--- config.mk ---
export PLATFORM = sky130hd
export DESIGN_NAME = imem_loader
export DESIGN_NICKNAME = d
export VERILOG_FILES = /design/src/rtl/imem_loader.sv
export SDC_FILE = /design/constraint.sdc
export NUM_CORES = 1
export LEC_CHECK = 0
export CAP_MARGIN = 0
export CORE_ASPECT_RATIO = 0.9
export CORE_UTILIZATION = 55
export CTS_BUF_LIST = sky130_fd_sc_hd__clkbuf_4
export DETAILED_ROUTE_END_ITERATION = 10
export HOLD_SLACK_MARGIN = 0.02
export PLACE_DENSITY = 0.74
export SYNTH_ARGS = -nofsm -noshare
export SYNTH_HDL_FRONTEND = slang
export SYNTH_SLANG_ARGS = --single-unit
--- constraint.sdc ---
create_clock -name clk -period 3.9 [get_ports clk]
set_clock_uncertainty 0.05 [all_clocks]
set_input_delay 0.78 -clock clk [delete_from_list [all_inputs] [get_ports clk]]
set_output_delay 0.78 -clock clk [all_outputs]
set_load 0.02 [all_outputs]
--- src/rtl/imem_loader.sv ---
// Byte-stream loader: parses {N, N words, XOR checksum} and writes words into an instruction memory.
// One-cycle write latency after each HI byte; the stream is stalled through in_ready outside the load states.
module imem_loader #(
  parameter int ADDR_W = 10,
  parameter int DATA_W = 9
) (
  input  logic              clk,
  input  logic              reset,
  input  logic              start,
  input  logic              in_valid,
  input  logic [7:0]        in_data,
  output logic              in_ready,
  output logic              wr_en,
  output logic [ADDR_W-1:0] wr_addr,
  output logic [DATA_W-1:0] wr_data,
  output logic              busy,
  output logic              done,
  output logic              err
);

  typedef enum logic [2:0] {
    S_IDLE, S_HDR_LO, S_HDR_HI, S_W_LO, S_W_HI, S_CSUM, S_DONE, S_ERR
  } state_t;

  localparam logic [16:0] DEPTH = 17'(2 ** ADDR_W);

  state_t              r_state;
  state_t              w_next;
  logic [15:0]         r_len;
  logic [7:0]          r_lo;
  logic [7:0]          r_xor;
  logic [ADDR_W-1:0]   r_idx;
  logic                r_wr_en;
  logic [ADDR_W-1:0]   r_wr_addr;
  logic [DATA_W-1:0]   r_wr_data;

  logic                w_active;
  logic                w_accept;
  logic                w_start;
  logic [15:0]         w_n;
  logic                w_len_bad;
  logic                w_last;

  always_comb begin
    w_active  = 1'b0;
    w_start   = 1'b0;
    unique case (r_state)
      S_HDR_LO, S_HDR_HI, S_W_LO, S_W_HI, S_CSUM: w_active = 1'b1;
      default:                                    w_start  = start;
    endcase
    w_accept  = in_valid && w_active;
    w_n       = {in_data, r_len[7:0]};
    w_len_bad = (w_n == 16'd0) || ({1'b0, w_n} > DEPTH);
    // Last word is the one whose index is N-1; the index never advances past it.
    w_last    = ((17'(r_idx) + 17'd1) == {1'b0, r_len});
  end

  always_ff @(posedge clk or posedge reset) begin
    if (reset) r_state <= S_IDLE;
    else       r_state <= w_next;
  end

  always_comb begin
    w_next = r_state;
    unique case (r_state)
      S_IDLE, S_DONE, S_ERR: if (w_start) w_next = S_HDR_LO;
      S_HDR_LO: if (w_accept) w_next = S_HDR_HI;
      S_HDR_HI: if (w_accept) w_next = w_len_bad ? S_ERR : S_W_LO;
      S_W_LO:   if (w_accept) w_next = S_W_HI;
      S_W_HI:   if (w_accept) w_next = w_last ? S_CSUM : S_W_LO;
      S_CSUM:   if (w_accept) w_next = (in_data == r_xor) ? S_DONE : S_ERR;
      default:  w_next = S_IDLE;
    endcase
  end

  always_ff @(posedge clk or posedge reset) begin
    if (reset) begin
      r_len     <= '0;
      r_lo      <= '0;
      r_xor     <= '0;
      r_idx     <= '0;
      r_wr_en   <= 1'b0;
      r_wr_addr <= '0;
      r_wr_data <= '0;
    end else begin
      r_wr_en <= 1'b0;
      if (w_start) begin
        r_idx <= '0;
        r_xor <= '0;
      end else if (w_accept) begin
        if (r_state != S_CSUM) r_xor <= r_xor ^ in_data;
        unique case (r_state)
          S_HDR_LO: r_len[7:0]  <= in_data;
          S_HDR_HI: r_len[15:8] <= in_data;
          S_W_LO:   r_lo        <= in_data;
          S_W_HI: begin
            r_wr_en   <= 1'b1;
            r_wr_addr <= r_idx;
            r_wr_data <= {in_data[DATA_W-9:0], r_lo};
            if (!w_last) r_idx <= r_idx + 1'b1;
          end
          default: ;
        endcase
      end
    end
  end

  assign in_ready = w_active;
  assign busy     = w_active;
  assign done     = (r_state == S_DONE);
  assign err      = (r_state == S_ERR);
  assign wr_en    = r_wr_en;
  assign wr_addr  = r_wr_addr;
  assign wr_data  = r_wr_data;

endmodule

==> impl_metrics.ini <==
[status]
outcome = finished clean

[power_and_ir_drop]
leakagePower_nw = 1.704
powerDensity_mw_per_mm2 = 666.2
peakVddDrop_v = 0.0004332

[yosys]
syn_area_per_cell_sq_um = 10.72
synth_top_area_share_pct = 46.68
syn_inst = 325
netlist_area_sq_mm = 0.003485
synthTopCellsByArea = dfrtp_1 (47%), mux2_2 (13%), o21ai_0 (3.2%)
yosys_warnings = 0
synth_edf_count = 0
seq_area_frac_synth_pct = 46.68
yosysTopAreaCell = dfrtp_1
ys_ff_latch = 65
syn-num-nets = 338
synth_flop_cell = dfrtp_1
synth_async_sr_flop_share_pct = 100.0
ys_types = 59
yosys-top-cells-count = dfrtp_1 (65), mux2_2 (40), nand2_1 (26)
synth_most_common_cell = dfrtp_1

[global_route]
grt_max_degree = 35
antenna_found_initial = 0
grt_pass1_vias = 2376
grt-ovfl-total = 0
grt_use_total_pct = 23.43
grt_pass1_wl_mm = 11.95

[timing]
max_slew_margin_pct = 45.10
setup_viol = 0
hold_viol_final = 0
finalCritPeriodShare_pct = 75.27
layout_setup_ws_ns = 0.9643
final_max_slew_viol_count = 0
max_freq_ghz = 0.3406
tns_ns = 0
period_needed_ns = 2.936
rsz0062_at_grt = no
tightest_slew_ns = 0.8107
whs_ns = 0.4626

[detailed_routing]
drt-wirelength-per-cell_microns = 16.00
first_iter_violations = 163
wl_mm = 7.106
vias = 2545
ant_nets = 0
route.detailed.drc = 0
dr.pass1.iters = 5
detail_route.vias_per_cell = 5.732

[clock_tree]
holdBufCountCts = 0
clkLatencyLatePin_ns = 0.42
cts_tree = built
cts_setup_buffers = 0
cts_resized = 0
root_buffer = clkbuf_4
clk_transition_reported_paths_ns = 0.11
clkSinkCount = 65
numCtsBuffers = 9
htreeDepth = 3
ctsLongestPathBuffers = 2

[placement]
pre_cts_ws_ns = 0.7307
dp_hpwl_mm = 4.922
dpl.cell_count = 428
routabilityCongestion = 0.8918
port_buffers = 35

[worst_setup_path]
reg2reg_slack_ns = 1.11
cp.arrival_ns = 2.11
r2r_end = r_idx[3]$_DFFE_PP0P_
endpoint = busy
reg2reg_depth = 8
worstPathRequired_ns = 3.07
path_max_fanout = 17
reg2reg_from = r_idx[0]$_DFFE_PP0P_
startpoint = r_state[1]$_DFFE_PP0P_
critPathCaptureType = output pin
path_class = flop to output pin
critPathLaunchType = flop

[final_layout]
fillers = 513
fin_nets = 365
instances_no_fill = 444
drive_gt1_share_pct = 21.29
insertedDiodeCount = 0
utilization_pct = 65.34
syn2layout_area_growth_pct = 14.65

[job]
cap_viol_max_count = 0

[worst_hold_path]
hold_class = flop to flop

[floorplanning]
rows = 27
die_x_microns = 85.90
coreArea_sq_mm = 0.006115
die_h_microns = 77.51
start_util_pct = 56.99
num_io_pins = 36
fp.dieArea_sq_mm = 0.006658
cell type report:
class | instances | area [sq um] | share of cell area [%]
clock buffers | 10 | 75.07 | 1.879
clock inverters | 6 | 67.56 | 1.691
inverters | 9 | 33.78 | 0.8456
multi-input cells | 228 | 1703 | 42.62
flip-flops and latches | 65 | 1627 | 40.71
well taps | 87 | 108.9 | 2.725
repair buffers | 39 | 380.4 | 9.521
where the power goes:
| part | internal, mW | switching, mW | leakage [nW] |
|---|---|---|---|
| logic | 0.539 | 0.495 | 0.806 |
| registers | 0.920 | 0.243 | 0.823 |
| clock network | 0.205 | 0.260 | 0.0746 |
flip-flops by register name, summed over array words and instances (netlist names):
signal,count
r_xor,8
wr_addr,10
r_lo,8
r_idx,10
r_len,16
wr_en,1
wr_data,9
r_state,3
how the worst min path moves through the flow:
stage,from,slack [ns],endpoint,depth (start not counted)
4_1_cts,r_lo[0]$_DFFE_PP0P_,0.46,wr_data[0]$_DFFE_PP0P_,1
3_3_place_gp,r_lo[4]$_DFFE_PP0P_,0.43,wr_data[4]$_DFFE_PP0P_,1
3_5_place_dp,r_len[13]$_DFFE_PP0P_,0.44,r_len[13]$_DFFE_PP0P_,1
5_1_grt,wr_addr[9]$_DFFE_PP0P_,0.48,wr_addr[9]$_DFFE_PP0P_,1
2_1_floorplan,r_len[14]$_DFFE_PP0P_,0.42,r_len[14]$_DFFE_PP0P_,1
6_report,r_lo[2]$_DFFE_PP0P_,0.46,wr_data[2]$_DFFE_PP0P_,1
layer usage:
| layer | track usage (%) | vias to the layer above | part of all wire [%] |
|---|---|---|---|
| met2 | 33.65 | 74 | 44 |
| met4 | 4.500 | 0 | 0.53 |
| li1 | - | 1227 | - |
| met1 | 35.07 | 1240 | 49 |
| met5 | 0 | - | 0 |
| met3 | 7.234 | 4 | 6.1 |
kinds of logic after synthesis:
| logic type | Yosys count | synth area share (%) |
|---|---|---|
| AND/OR/NAND/NOR | 106 | 17.45 |
| flip-flops | 65 | 46.68 |
| AO/OA/AOI/OAI | 62 | 13.25 |
| multiplexers | 43 | 13.79 |
| buffers and inverters | 32 | 4.452 |
| XOR/XNOR | 16 | 4.021 |
| adder cells (fa/ha/maj) | 1 | 0.3590 |
cells in the final DEF, fill, tap and decap left out, types with 4 or more instances in the layout:
cell,count
clkbuf_4,10
and3_1,4
xor2_1,11
nor2_1,13
nand2_1,26
nor3_1,8
nor3b_1,4
nor4_1,6
xnor2_1,5
clkdlybuf4s50_1,35
inv_1,8
nand3_1,10
dfrtp_1,65
o21ai_0,22
a21bo_2,4
o211ai_1,6
buf_4,4
mux2_2,40
nor2b_1,12
worst max-delay path: stages, from the launching register on:
cell,delay (ns)
dfrtp_1,0.68
nor3_1,0.12
a21oi_1,0.24
clkdlybuf4s50_1,0.65
per-stage QoR:
stage	area, sq um	total power [mW]
final	3995	2.662
after CTS	3995	2.675
after global placement	3852	2.173
after global routing	3995	2.841
after detailed placement	3852	2.211
after floorplan	3485	1.891
Power figures use the tool's default switching activity.
